### src/rtl/fetch_stage_if.sv
// Fetch-stage bus: instruction-memory request/response, control inputs, IF/ID outputs.
// No latency of its own; it only groups wires.
// No backpressure here; stall is carried as a plain level signal.
interface fetch_stage_if;
  logic        stall;
  logic        flush;
  logic        branch_en;
  logic [31:0] branch_target;
  logic        exc_en;
  logic [31:0] inst;
  logic [31:0] inst_address;
  logic        ce;
  logic [31:0] id_pc;
  logic [31:0] id_inst;
  logic        id_valid;
  logic        id_adel;

  // Fetch stage side: consumes control and memory data, produces PC and IF/ID.
  modport master (
    input  stall, flush, branch_en, branch_target, exc_en, inst,
    output inst_address, ce, id_pc, id_inst, id_valid, id_adel
  );

  // Environment side: decode/exception logic and instruction memory.
  modport slave (
    output stall, flush, branch_en, branch_target, exc_en, inst,
    input  inst_address, ce, id_pc, id_inst, id_valid, id_adel
  );
endinterface

### src/rtl/fetch_stage.sv
// Instruction fetch: owns the PC, drives instruction memory, fills the IF/ID register.
// Latency: the instruction at inst_address lands in IF/ID on the following edge.
// Backpressure: stall holds the PC and IF/ID; a branch seen during stall is parked until release.
module fetch_stage #(
  parameter logic [31:0] RESET_PC   = 32'h0000_0000,
  parameter logic [31:0] EXC_VECTOR = 32'h0000_0040
) (
  input  logic          clk,
  input  logic          rst,
  fetch_stage_if.master bus
);

  typedef enum logic {IDLE, RUN} state_t;

  state_t      state;
  logic        ce_q;
  logic [31:0] pc;
  logic        pending_valid;
  logic [31:0] pending_target;
  logic [31:0] id_pc_q;
  logic [31:0] id_inst_q;
  logic        id_valid_q;
  logic        id_adel_q;
  logic        misaligned;

  // Every output comes straight from a register: no input-to-output path.
  assign bus.inst_address = pc;
  assign bus.ce           = ce_q;
  assign bus.id_pc        = id_pc_q;
  assign bus.id_inst      = id_inst_q;
  assign bus.id_valid     = id_valid_q;
  assign bus.id_adel      = id_adel_q;

  assign misaligned = (pc[1:0] != 2'b00);

  // Run-state FSM and next-PC selection, exception first, then branch, stall, parked branch, sequential.
  always_ff @(posedge clk or posedge rst) begin
    if (rst) begin
      state          <= IDLE;
      ce_q           <= 1'b0;
      pc             <= RESET_PC;
      pending_valid  <= 1'b0;
      pending_target <= 32'h0;
    end else begin
      case (state)
        IDLE: begin
          // PC is left at RESET_PC so the first enabled fetch uses it.
          state <= RUN;
          ce_q  <= 1'b1;
        end
        RUN: begin
          ce_q <= 1'b1;
          if (bus.exc_en) begin
            pc            <= EXC_VECTOR;
            pending_valid <= 1'b0;
          end else if (bus.branch_en && !bus.stall) begin
            pc            <= bus.branch_target;
            pending_valid <= 1'b0;
          end else if (bus.branch_en) begin
            // Park the redirect; the newest branch wins if several arrive while stalled.
            pending_valid  <= 1'b1;
            pending_target <= bus.branch_target;
          end else if (bus.stall) begin
            pc <= pc;
          end else if (pending_valid) begin
            pc            <= pending_target;
            pending_valid <= 1'b0;
          end else begin
            pc <= pc + 32'd4;
          end
        end
        default: begin
          state <= IDLE;
          ce_q  <= 1'b0;
        end
      endcase
    end
  end

  // IF/ID register: bubble on flush/exception, hold on stall, else capture the fetched word.
  always_ff @(posedge clk or posedge rst) begin
    if (rst) begin
      id_pc_q    <= 32'h0;
      id_inst_q  <= 32'h0;
      id_valid_q <= 1'b0;
      id_adel_q  <= 1'b0;
    end else if (!ce_q) begin
      // Not yet fetching: control inputs are ignored and nothing valid is captured.
      id_pc_q    <= pc;
      id_inst_q  <= 32'h0;
      id_valid_q <= 1'b0;
      id_adel_q  <= 1'b0;
    end else if (bus.flush || bus.exc_en) begin
      id_pc_q    <= pc;
      id_inst_q  <= 32'h0;
      id_valid_q <= 1'b0;
      id_adel_q  <= 1'b0;
    end else if (!bus.stall) begin
      // A misaligned fetch becomes a nop tagged with an address error for decode to raise.
      id_pc_q    <= pc;
      id_valid_q <= 1'b1;
      id_adel_q  <= misaligned;
      id_inst_q  <= misaligned ? 32'h0 : bus.inst;
    end
  end

endmodule
### src/flat_wrapper.sv
// flat-port wrapper written by rule: the top's interface ports become plain ports
module fetch_stage_flat 
#(
  parameter logic [31:0] RESET_PC   = 32'h0000_0000,
  parameter logic [31:0] EXC_VECTOR = 32'h0000_0040
)
  (clk, rst, bus_stall, bus_flush, bus_branch_en, bus_branch_target, bus_exc_en, bus_inst, bus_inst_address, bus_ce, bus_id_pc, bus_id_inst, bus_id_valid, bus_id_adel);
  fetch_stage_if bus_i ();
  input  logic clk;
  input  logic rst;
  input wire logic [$bits(bus_i.stall)-1:0] bus_stall;
  input wire logic [$bits(bus_i.flush)-1:0] bus_flush;
  input wire logic [$bits(bus_i.branch_en)-1:0] bus_branch_en;
  input wire logic [$bits(bus_i.branch_target)-1:0] bus_branch_target;
  input wire logic [$bits(bus_i.exc_en)-1:0] bus_exc_en;
  input wire logic [$bits(bus_i.inst)-1:0] bus_inst;
  output wire logic [$bits(bus_i.inst_address)-1:0] bus_inst_address;
  output wire logic [$bits(bus_i.ce)-1:0] bus_ce;
  output wire logic [$bits(bus_i.id_pc)-1:0] bus_id_pc;
  output wire logic [$bits(bus_i.id_inst)-1:0] bus_id_inst;
  output wire logic [$bits(bus_i.id_valid)-1:0] bus_id_valid;
  output wire logic [$bits(bus_i.id_adel)-1:0] bus_id_adel;
  assign bus_i.stall = bus_stall;
  assign bus_i.flush = bus_flush;
  assign bus_i.branch_en = bus_branch_en;
  assign bus_i.branch_target = bus_branch_target;
  assign bus_i.exc_en = bus_exc_en;
  assign bus_i.inst = bus_inst;
  assign bus_inst_address = bus_i.inst_address;
  assign bus_ce = bus_i.ce;
  assign bus_id_pc = bus_i.id_pc;
  assign bus_id_inst = bus_i.id_inst;
  assign bus_id_valid = bus_i.id_valid;
  assign bus_id_adel = bus_i.id_adel;
  fetch_stage #(.RESET_PC(RESET_PC), .EXC_VECTOR(EXC_VECTOR)) u_core (.clk(clk), .rst(rst), .bus(bus_i));
endmodule
### config.mk
export PLATFORM = sky130hd
export DESIGN_NAME = fetch_stage_flat
export DESIGN_NICKNAME = d
export VERILOG_FILES = /design/src/rtl/fetch_stage_if.sv /design/src/rtl/fetch_stage.sv /design/src/flat_wrapper.sv
export SDC_FILE = /design/constraint.sdc
export NUM_CORES = 1
export LEC_CHECK = 0
export ABC_AREA = 1
export CORE_ASPECT_RATIO = 0.5
export CORE_MARGIN = 2
export CORE_UTILIZATION = 45
export CTS_CLUSTER_SIZE = 14
export DETAILED_ROUTE_END_ITERATION = 10
export GPL_TIMING_DRIVEN = 0
export PLACE_DENSITY_LB_ADDON = 0.12
export SYNTH_ARGS = -nofsm -noshare
export SYNTH_HDL_FRONTEND = slang
export SYNTH_SLANG_ARGS = --single-unit
### constraint.sdc
create_clock -name clk -period 10.34 [get_ports clk]
set_clock_uncertainty 0.1 [all_clocks]
set_input_delay 1.551 -clock clk [delete_from_list [all_inputs] [get_ports clk]]
set_output_delay 1.551 -clock clk [all_outputs]
set_load 0.03 [all_outputs]
Word-level counts from Yosys, hierarchy flattened
Cells that the tools add are included.
Widths: inputs -> output; s select.

word-level totals
  flip-flop bits (word level) = 132
  latch bits = 0
  bits in writable memories = 0
  bits in read-only memories = 0
  input bits = 70
  logic and storage cells = 44
  memories kept = 0

operators by class
  $add $sub $neg = 1
  $mul = 0
  div/mod/pow operators = 0
  order comparisons = 0
  equality and inequality tests = 4
  shifts and indexed selects = 0
  multiplexer cells = 22
  bitwise operators = 2
  reduce and logical (&&, ||, !) cells = 7

operators with widths
  kind                   number
  $mux 32                12
  $add 32x3->32 const B  1
  $mux 1                 10
  $ne 3x1->1 const B     2
  $ne 4x1->1 const B     1
  $reduce_and 4->1       1
  $ne 3x3->1 const B     1
  $reduce_and 3->1       1
  $not 1->1              2
  $reduce_and 2->1       1
  $reduce_bool 2->1      1
  $logic_and 1x1->1      1
  $logic_not 1->1        1
  $logic_or 1x1->1       1

Logic depth before layout (Yosys ltp)
Gate-level depths: netlist (run 1).

  depth in word-level cells = 6
  depth in mapped cells = 11
  gate-level depth less buffers = 11

Worst setup path after synthesis (run 1)
OpenSTA, ideal clock, no wires.

  path kind = input to register
  start = input port bus_stall
  end = register u_core.id_pc_q[1] (netlist: u_core.bus.id_pc[1])
  setup time = 0.128 ns
  arrival = 2.283 ns
  setup slack = 7.829 ns
  stages = 5
  path buffers = 1
  path through = inv_2 -> nor2_4 -> nand3_4 -> buf_6 -> mux2_1

on the way
  word-level cells in the longest chain between the ends = 1

RTL lines
  item                    line                text
  start: declaration      flat_wrapper.sv:11  input wire logic [$bits(bus_i.stall)-1:0] bus_stall;
  $ne 3x3->1 (no line)    n/a
  end signal: assignment  fetch_stage.sv:89   id_pc_q <= pc;
  end signal: assignment  fetch_stage.sv:94   id_pc_q <= pc;
  end signal: assignment  fetch_stage.sv:100  id_pc_q <= pc;
  end: declaration        fetch_stage.sv:20   logic [31:0] id_pc_q;

Every way passes these cells.
A chain may end at the register's enable or synchronous reset.

Final worst setup path (run 1)
  start = register u_core.pc[15] (netlist: u_core.bus.inst_address[15])
  end = output port bus_inst_address[15]

RTL lines
  item                      line                text
  start: declaration        fetch_stage.sv:17   logic [31:0] pc;
  start signal: assignment  fetch_stage.sv:57   pc <= bus.branch_target;
  start signal: assignment  fetch_stage.sv:64   pc <= pc;
  start signal: assignment  fetch_stage.sv:66   pc <= pending_target;
  end: declaration          flat_wrapper.sv:17  output wire logic [$bits(bus_i.inst_address)-1:0] bus_inst_address;

No word-level cell between the ends.

==> summary.md, run 1 <==
| Metric | Value |
|---|---|
| H-Tree Level Count | `4` |
| Aggregate negative setup slack | `0 ns` |
| Post-DP HPWL | `14,800 um` |
| Final Net Count | `1,066` |
| Post-synthesis to final-layout area growth | `40.0%` |
| Placed inst area | `8420 um^2` |
| Least-Margin Pin Slew | `0.776 ns` |
| Highest cell delay on the worst timing path | `0.74 ns` |
| Max-cap viol count | `0` |
| Proportion of total power due to net switching | `30.4%` |
| Root buffer cell | `clkbuf_16` |
| CTS tree | `built` |
| Fraction of power consumed by the clock network | `40.4%` |
| Endpoint arrival time on the critical path | `1.68 ns` |
| FF+latch count, synth | `132` |
| Initial standard-cell utilization of the core | `46.9%` |
| Maximum vdd drop | `0.0768 mV` |
| Die Span X | `173 um` |
| Critical Path Sink Type | `primary output` |
| Yosys synthesis warning count | `0` |
| WS Path Type | `reg2out` |
| Clock insertion delay at the later pin of the skew report | `0.42 ns` |
| Element type at the critical path start | `flop` |
| RSZ-0062 raised after global routing | `false` |
| Number of I/O pins | `169` |
| Clock Sink Count | `132` |
| Total count of max-transition violations in the final report | `0` |
| Number of DRC violations after detailed-routing iteration 0 | `468` |
| Number of distinct library cell variants in the gate-level netlist after synthesis | `30` |
| Share of cells above drive strength 1 | `8.53%` |
| Worst path top cell family by delay | `buffers and inverters` |
| Post-synth top flop | `dfrtp_1` |
| Fin area | `9050 um^2` |
| Number of enable-type register cells in the synthesized netlist | `0` |
| Gate power share | `20.7%` |
| Vias in the first global route | `5,983` |
| Fraction of synthesis flops using an asynchronous set or reset pin | `100%` |
| Number of hold buffers added after CTS | `0` |
| Maximum count of clock buffers along a single path | `2` |
| Post-synthesis cell type with the largest combined area | `dfrtp_1` |
| Cell at the slowest stage of the critical path | `clkdlybuf4s50_1` |
| Count of buffering cells on the critical path with inverters included | `1` |
| Number of buffers added by the clock tree synthesis step | `17` |
| Leakage | `0.00415 uW` |
| Max FO, Critical Path | `7` |
| Via count normalized by instance count | `5.23` |
| Die height | `88.7 um` |
| Postcts setup bufs | `0` |
| Mapped cell area | `6460 um^2` |
| Area share of the leading cell type in the synthesized netlist | `51.1%` |
| Status | `completed` |
| Internal | `1120 uW` |
| Placement Rows | `30` |
| Clock-pin slew of the registers on the worst-case setup and hold paths | `0.06 ns` |
| Overall power consumption | `1610 uW` |
| Global routing usage summed across all routing layers | `27.0%` |
| Post-Synthesis Net Count | `878` |
| Cells along the critical path | `clkdlybuf4s50_1` |
| Register area share after synthesis | `51.1%` |
| Post-detailed-route DRC marker count | `0` |
| Total iterations of the first detailed-routing run | `5` |
| Final clock period utilization by the worst path | `32.2%` |
| Number of antenna violations at the first check in global routing | `0` |
| Post-route minimum period | `3.33 ns` |
| Maximum frequency from static timing analysis | `0.300 GHz` |
| Average wire per cell in the routed design | `16.8 um` |
| Wire length of the first global-routing pass | `31,900 um` |
| Number of nets still failing antenna checks after routing | `0` |
| Post-synthesis instance total | `807` |
| Pin count of the biggest net entering global routing | `96` |
| Data required, critical path | `8.69 ns` |
| Mean cell area of the mapped netlist | `8.01 um^2` |
| Worst slew slack as a fraction of its limit | `48.3%` |
| Final weighted congestion in routability-driven placement | `0.912` |
| Path category of the worst min-delay check | `reg2reg` |
| Count of final setup violators | `0` |
| Reported net switching power | `491 uW` |
| # diodes | `0` |
| Post_cts resized | `0` |
| Share of the core filled with cells in the final layout | `65.7%` |
| Die Area | `15,400 um^2` |
| Final wirelength | `20,200 um` |
| Via count of the routed design | `6,275` |
| Share of total power in sequential cells | `38.9%` |
| Count of input and output buffers | `168` |
| Final-report hold violation count | `0` |
| Cell types occupying the most area after synthesis | `dfrtp_1 (51%), nand2_1 (13%), a21oi_1 (6.3%)` |
| Overflow after GRT | `0` |
| Power Dens Cells | `178 nW/um^2` |
| Std-Cell Core Area | `13,800 um^2` |
-- cells by family after synthesis --
kind of cell / count (synthesis) / synth area share (%)
flops: 132 / 51.1
compound gates: 182 / 15.1
other cells: 1 / 0.0580
xor+xnor: 7 / 0.949
simple gates: 331 / 21.6
buf+inv: 140 / 8.71
fa+ha+maj: 1 / 0.194
mux: 13 / 2.27
-- per-stage QoR --
step	hold slack [ns]	cells	worst slack, ns
global route	0.413	1200	7.00
global placement	0.365	1167	3.24
CTS	0.388	1200	7.02
floorplan	0.353	807	5.16
detailed placement	0.373	1168	6.78
finish	0.381	1200	7.01
-- layout make-up --
| class | count | area [um^2] |
|---|---|---|
| plain buffers | 37 | 176 |
| repair buffers | 169 | 1710 |
| inverters | 103 | 392 |
| well taps | 192 | 240 |
| multi-input cells | 535 | 2600 |
| clock inverters | 13 | 199 |
| flip-flops and latches | 132 | 3300 |
| clock buffers | 19 | 433 |
| fillers | 1191 | 4730 |
-- synthesized netlist by cell type, types with 7 or more instances --
master	number
a21oi_1	81
buf_2	15
clkbuf_1	18
dfrtp_1	132
inv_1	100
mux2_2	12
nand2_1	218
nand3_1	35
nor2_1	58
nor2_4	7
o21ai_0	55
o22ai_1	35
xor2_1	7
-- registers in the layout, summed over array words and instances, names as in the netlist --
| name | flops |
|---|---|
| u_core.pending_valid | 1 |
| u_core.bus.inst_address | 32 |
| u_core.bus.id_inst | 32 |
| u_core.bus.id_adel | 1 |
| u_core.bus.id_valid | 1 |
| u_core.bus.id_pc | 32 |
| u_core.state | 1 |
| u_core.pending_target | 32 |
-- cell usage in the layout, fill, tap and decap left out, drive strengths merged --
cell type	count
nor2	69
a22oi	1
mux2	13
clkbuf	37
clkinvlp	2
o21ai	59
and2	1
o22ai	35
conb	1
clkdlybuf4s50	168
clkinv	3
bufinv	4
xor2	7
ha	1
nand3	37
o211ai	4
o31ai	2
inv	107
nand2	224
buf	20
dfrtp	132
a21oi	81
-- metal layers --
| layer | part of all wire, % | track usage, % | up-vias |
|---|---|---|---|
| li1 | - | - | 2982 |
| met1 | 44 | 37.2 | 2999 |
| met2 | 46 | 44.7 | 270 |
| met3 | 8.4 | 4.17 | 24 |
| met4 | 1.3 | 8.63 | 0 |
| met5 | 0 | 0 | - |
-- final timing paths --
kind                                              from                           to  slack [ns]  cells past startpoint
setup / recovery           u_core.bus.inst_address[15]         bus_inst_address[15]        7.01                      1
hold / removal               u_core.pending_target[25]    u_core.pending_target[25]        0.38                      2
setup reg to reg            u_core.bus.inst_address[3]  u_core.bus.inst_address[16]        8.46                     10
hold reg to reg              u_core.pending_target[25]    u_core.pending_target[25]        0.38                      2
max in group asynchronous                          rst         u_core.bus.id_pc[16]        7.91                      3
min in group asynchronous                          rst       u_core.bus.id_inst[22]        1.40                      2
-- power by group through the flow --
stage / Clock (uW) / Combinational (uW) / Sequential [uW]
floorplan: 0 / 121 / 694
global placement: 0 / 327 / 634
detailed placement: 0 / 334 / 635
CTS: 661 / 336 / 626
global route: 680 / 362 / 634
finish: 651 / 334 / 627
(Power assumes the default switching activity.)
==> inputs of run 2 (changes only) <==
CORE_UTILIZATION = 44   (was 45)
clock period = 3 ns   (was 10.34 ns; I/O delays follow)
==> run 2 against run 1 <==
Net effect: register-to-register slack lost 7.3 ns; flip-flop and latch count did not move; power rose to 3.4 times the previous value; count of clock-buffer cells in the layout did not move; combinational power grew to 3.4 times the previous value; critical path depth is the same; cell count grew 0.67%; final area up 0.17%.
==> summary.md, run 2 (synthesis results as in run 1) <==
| Metric | Value |
|---|---|
| Cell at the slowest stage of the critical path | `clkdlybuf4s50_1 (unchanged)` |
| Count of input and output buffers | `168 (unchanged)` |
| Post-synthesis to final-layout area growth | `40.3% (was 40.0%)` |
| WS Path Type | `reg2out (unchanged)` |
| Total iterations of the first detailed-routing run | `6 (was 5)` |
| Aggregate negative setup slack | `0 ns (unchanged)` |
| Post-detailed-route DRC marker count | `0 (unchanged)` |
| Final-report hold violation count | `0 (unchanged)` |
| Path category of the worst min-delay check | `reg2reg (unchanged)` |
| Critical Path Sink Type | `primary output (unchanged)` |
| Post_cts resized | `0 (unchanged)` |
| Final Net Count | `1,068 (was 1,066)` |
| Maximum frequency from static timing analysis | `0.458 GHz` |
| CTS tree | `built (unchanged)` |
| Reg area | `3300 um^2 (unchanged)` |
| Share of cells above drive strength 1 | `8.71% (was 8.53%)` |
| # diodes | `0 (unchanged)` |
| Highest cell delay on the worst timing path | `0.73 ns (was 0.74 ns)` |
| Post-route minimum period | `2.18 ns` |
| Number of nets still failing antenna checks after routing | `0 (unchanged)` |
| Total area of multi-input combinational cells | `2600 um^2 (unchanged)` |
| Clock insertion delay at the later pin of the skew report | `0.42 ns (about the same)` |
| Die Span X | `175 um (was 173 um)` |
| Final weighted congestion in routability-driven placement | `0.927 (was 0.912)` |
| Number of buffers added by the clock tree synthesis step | `17 (unchanged)` |
| Clock Sink Count | `132 (unchanged)` |
| Maximum count of clock buffers along a single path | `2 (unchanged)` |
| Endpoint arrival time on the critical path | `1.63 ns (was 1.68 ns)` |
| Final wirelength | `20,000 um (was 20,200 um)` |
| Number of I/O pins | `169 (unchanged)` |
| Overall power consumption | `5480 uW (was 1610 uW)` |
| RSZ-0062 raised after global routing | `false (unchanged)` |
| Leakage | `0.00415 uW (about the same)` |
| Overflow after GRT | `0 (unchanged)` |
| Total count of max-transition violations in the final report | `0 (unchanged)` |
| Average wire per cell in the routed design | `16.5 um (was 16.8 um)` |
| Pin count of the biggest net entering global routing | `39 (was 96)` |
| H-Tree Level Count | `4 (unchanged)` |
| Die Area | `15,700 um^2 (was 15,400 um^2)` |
| Least-Margin Pin Slew | `0.740 ns (was 0.776 ns)` |
| Minimum setup slack among reg-to-reg paths | `1.12 ns (was 8.46 ns)` |
| Maximum vdd drop | `0.305 mV (was 0.0768 mV)` |
| Die height | `89.7 um (was 88.7 um)` |
| Final clock period utilization by the worst path | `72.8%` |
| Vias in the first global route | `5,928 (was 5,983)` |
| Postcts setup bufs | `0 (unchanged)` |
| Std-Cell Core Area | `14,400 um^2 (was 13,800 um^2)` |
| Wire length of the first global-routing pass | `30,900 um (was 31,900 um)` |
| Clock-pin slew of the registers on the worst-case setup and hold paths | `0.06 ns (about the same)` |
| Commonest non-fill, non-tap cells in the layout | `nand2_1 (218), clkdlybuf4s50_1 (168), dfrtp_1 (132) (unchanged)` |
| Number of hold buffers added after CTS | `0 (unchanged)` |
| Power Dens Cells | `605 nW/um^2 (was 178 nW/um^2)` |
| Initial standard-cell utilization of the core | `44.9% (was 46.9%)` |
| Cells along the critical path | `clkdlybuf4s50_1 (unchanged)` |
| Post-DP HPWL | `14,800 um (about the same)` |
| Via count of the routed design | `6,256 (was 6,275)` |
| Number of DRC violations after detailed-routing iteration 0 | `420 (was 468)` |
| Max FO, Critical Path | `6 (was 7)` |
| Count of buffering cells on the critical path with inverters included | `1 (unchanged)` |
| Count of final setup violators | `0 (unchanged)` |
| Global routing usage summed across all routing layers | `25.6% (was 27.0%)` |
| Most common library cell in the layout ignoring fill and taps | `nand2_1 (unchanged)` |
| Max-cap viol count | `0 (unchanged)` |
| Filler Cell Count | `1,268 (was 1,191)` |
| Placement Rows | `31 (was 30)` |
| Number of antenna violations at the first check in global routing | `0 (unchanged)` |
| Status | `completed (unchanged)` |
| Data required, critical path | `2.45 ns (was 8.69 ns)` |
| Worst slew slack as a fraction of its limit | `50.6% (was 48.3%)` |
| Element type at the critical path start | `flop (unchanged)` |
| Worst path top cell family by delay | `buffers and inverters (unchanged)` |
| Root buffer cell | `clkbuf_16 (unchanged)` |
| Via count normalized by instance count | `5.18 (was 5.23)` |
[run 2: cell types whose count changed in the layout (fill, tap and decap cells not counted)]
cell and change:
clkinv_4 +1, inv_8 -1, buf_16 -1, clkinvlp_4 +1, buf_12 +3, bufinv_16 -1
[run 2: routing by layer]
layer | part of all wire, % | GRT usage [%]
met3 | 7.3 | 4.88
met4 | 1.8 | 9.24
met2 | 46 | 41.3
met1 | 45 | 35.2
met5 | 0 | 0
[run 2: area by class of cell]
cell class,instances,area share (%)
multi-input cells,535,28.6
inverters,103,4.31
clock inverters,13,1.93
well taps,198,2.73
clock buffers,19,4.78
flip-flops and latches,132,36.4
plain buffers,37,1.95
repair buffers,171,19.2
[run 2: power by group]
part           internal (uW)  total (uW)  switching (uW)
Sequential              1990        2160             176
Combinational            474        1150             678
Clock                   1320        2170             843
[run 2: metrics by stage]
step                setup slack [ns]  cells  instance area (um^2)  utilization (%)  hold WS (ns)
CTS                            0.799   1208                  9060             63.0         0.388
finish                         0.815   1208                  9060             63.0         0.380
global route                   0.756   1208                  9060             63.0         0.406
floorplan                      0.813    807                  6470                -         0.353
global placement              -0.443   1173                  8400             58.3         0.366
detailed placement             0.555   1176                  8460             58.8         0.374
[run 2: worst paths after layout]
path	start	endpoint	cells after the start
hold reg to reg	u_core.bus.id_pc[1]	u_core.bus.id_pc[1]	1
setup / recovery	u_core.bus.inst_address[12]	bus_inst_address[12]	1
setup reg to reg	u_core.bus.inst_address[2]	u_core.bus.inst_address[16]	10
hold / removal	u_core.bus.id_pc[1]	u_core.bus.id_pc[1]	1
min in group asynchronous	rst	u_core.bus.id_inst[25]	2
max in group asynchronous	rst	u_core.pending_target[29]	4
==> inputs of run 3 (changes only) <==
CORE_UTILIZATION = 45   (was 44)
clock period = 2.1 ns   (was 3 ns; I/O delays follow)
==> run 3 against run 2 <==
Net effect: power up 43%; register-to-register slack worse by 0.91 ns; combinational power up 43%; setup slack worse by 0.77 ns; critical endpoint unchanged; global-route usage up 0.89 points.
==> summary.md, run 3 (synthesis results as in run 1) <==
| Metric | Value |
|---|---|
| Final weighted congestion in routability-driven placement | `0.902 (was 0.927)` |
| Count of input and output buffers | `168 (unchanged)` |
| Total count of max-transition violations in the final report | `0 (unchanged)` |
| Reg area | `3300 um^2 (unchanged)` |
| Critical Path Sink Type | `primary output (unchanged)` |
| Status | `completed (unchanged)` |
| Post_cts resized | `0 (unchanged)` |
| Leakage | `0.00416 uW (was 0.00415 uW)` |
| Std-Cell Core Area | `13,800 um^2 (was 14,400 um^2)` |
| Least-Margin Pin Slew | `0.673 ns (was 0.740 ns)` |
| Fin area | `9080 um^2 (was 9060 um^2)` |
| Total iterations of the first detailed-routing run | `7 (was 6)` |
| Path category of the worst min-delay check | `in2async (was reg2reg)` |
| Maximum vdd drop | `0.454 mV (was 0.305 mV)` |
| Initial standard-cell utilization of the core | `46.9% (was 44.9%)` |
| Wire length of the first global-routing pass | `31,400 um (was 30,900 um)` |
| Total area of multi-input combinational cells | `2600 um^2 (unchanged)` |
| Worst slew slack as a fraction of its limit | `55.1% (was 50.6%)` |
| Final Net Count | `1,069 (was 1,068)` |
| Placed inst area | `8480 um^2 (was 8460 um^2)` |
| Filler Cell Count | `1,222 (was 1,268)` |
| Via count of the routed design | `6,168 (was 6,256)` |
| Aggregate negative setup slack | `0 ns (unchanged)` |
| Die Span X | `173 um (was 175 um)` |
| Max FO, Critical Path | `6 (unchanged)` |
| Number of nets still failing antenna checks after routing | `0 (unchanged)` |
| CTS tree | `built (unchanged)` |
| WS Path Type | `reg2out (unchanged)` |
| Clock insertion delay at the later pin of the skew report | `0.41 ns (was 0.42 ns)` |
| Number of buffers added by the clock tree synthesis step | `17 (unchanged)` |
| Maximum frequency from static timing analysis | `0.486 GHz` |
| Number of hold buffers added after CTS | `0 (unchanged)` |
| Cell at the slowest stage of the critical path | `clkdlybuf4s50_1 (unchanged)` |
| Die height | `88.7 um (was 89.7 um)` |
| RSZ-0062 raised after global routing | `false (unchanged)` |
| Post-DP HPWL | `14,900 um (was 14,800 um)` |
| Number of antenna violations at the first check in global routing | `0 (unchanged)` |
| Clock Sink Count | `132 (unchanged)` |
| Number of DRC violations after detailed-routing iteration 0 | `382 (was 420)` |
| Maximum count of clock buffers along a single path | `2 (unchanged)` |
| Count of buffering cells on the critical path with inverters included | `1 (unchanged)` |
| Clock-pin slew of the registers on the worst-case setup and hold paths | `0.06 ns (about the same)` |
| Global routing usage summed across all routing layers | `26.5% (was 25.6%)` |
| Overflow after GRT | `0 (unchanged)` |
| Root buffer cell | `clkbuf_16 (unchanged)` |
| Post-synthesis to final-layout area growth | `40.5% (was 40.3%)` |
| Post-detailed-route DRC marker count | `0 (unchanged)` |
| Number of I/O pins | `169 (unchanged)` |
| H-Tree Level Count | `4 (unchanged)` |
| Postcts setup bufs | `0 (unchanged)` |
| Pin count of the biggest net entering global routing | `36 (was 39)` |
| Final-report hold violation count | `0 (unchanged)` |
| Commonest non-fill, non-tap cells in the layout | `nand2_1 (218), clkdlybuf4s50_1 (168), dfrtp_1 (132) (unchanged)` |
| Average wire per cell in the routed design | `16.5 um (about the same)` |
| Count of final setup violators | `0 (unchanged)` |
| Highest cell delay on the worst timing path | `0.73 ns (about the same)` |
| Max-cap viol count | `0 (unchanged)` |
| Share of cells above drive strength 1 | `8.80% (was 8.71%)` |
| Post-route minimum period | `2.06 ns` |
| Worst reg-to-reg path cell count | `10 (unchanged)` |
| Most common library cell in the layout ignoring fill and taps | `nand2_1 (unchanged)` |
| Vias in the first global route | `5,865 (was 5,928)` |
| Endpoint arrival time on the critical path | `1.64 ns (was 1.63 ns)` |
| # diodes | `0 (unchanged)` |
| Power Dens Cells | `861 nW/um^2 (was 605 nW/um^2)` |
| Placement Rows | `30 (was 31)` |
| Final clock period utilization by the worst path | `98.0%` |
| Cells along the critical path | `clkdlybuf4s50_1 (unchanged)` |
| Number of stages on the worst setup path | `1 (unchanged)` |
| Final wirelength | `19,800 um (was 20,000 um)` |
| Worst path top cell family by delay | `buffers and inverters (unchanged)` |
| Element type at the critical path start | `flop (unchanged)` |
| Die Area | `15,400 um^2 (was 15,700 um^2)` |
| Data required, critical path | `1.68 ns (was 2.45 ns)` |
| Via count normalized by instance count | `5.13 (was 5.18)` |
## run 3: cell types whose count changed in the layout (fill, tap and decap cells not counted), sizes merged
cell      previous run  this run
buf                 22        23
clkinv               4         1
clkinvlp             3         5
inv                106       107
## run 3: final timing paths
kind	startpoint	endpoint	slack (ns)
min reg2reg	u_core.pending_target[27]	u_core.pending_target[27]	0.39
max	u_core.bus.inst_address[12]	bus_inst_address[12]	0.04
max reg2reg	u_core.bus.inst_address[3]	u_core.bus.inst_address[16]	0.21
min in group clk	bus_inst[2]	u_core.bus.id_inst[2]	0.37
max in group asynchronous	rst	u_core.pending_target[30]	0.75
min	rst	u_core.pending_target[14]	0.19
## run 3: metal layers
layer  share of wire (%)  track usage [%]  routed length (um)
met2                  46             43.8                9120
met5                   0                0                   0
met1                  46             37.0                9050
met4                0.79             6.93                 156
met3                 7.5             4.34                1500
## run 3: cell type report
type | instances | share of cell area (%)
plain buffers | 37 | 1.94
clock buffers | 19 | 4.77
clock inverters | 13 | 1.90
inverters | 103 | 4.30
multi-input cells | 535 | 28.6
flip-flops and latches | 132 | 36.4
well taps | 192 | 2.65
repair buffers | 172 | 19.5
## run 3: where the power goes
part / internal [uW] / leakage (uW) / switching, uW
Sequential: 2840 / 0.00173 / 248
Clock: 1890 / 0.000282 / 1190
Combinational: 683 / 0.00214 / 970
Total: 5410 / 0.00416 / 2410
## run 3: per-stage QoR
stage | cells | hold WS [ns] | setup slack (ns) | utilization, % | power (uW)
after CTS | 1203 | 0.200 | 0.0457 | 65.9 | 7860
after floorplan | 807 | 0.353 | 0.0478 | - | 4010
after global placement | 1167 | 0.366 | -1.21 | 60.9 | 4730
after detailed placement | 1171 | 0.374 | -0.147 | 61.5 | 4780
final | 1203 | 0.187 | 0.0417 | 65.9 | 7820
after global routing | 1203 | 0.223 | 0.00694 | 65.9 | 8140
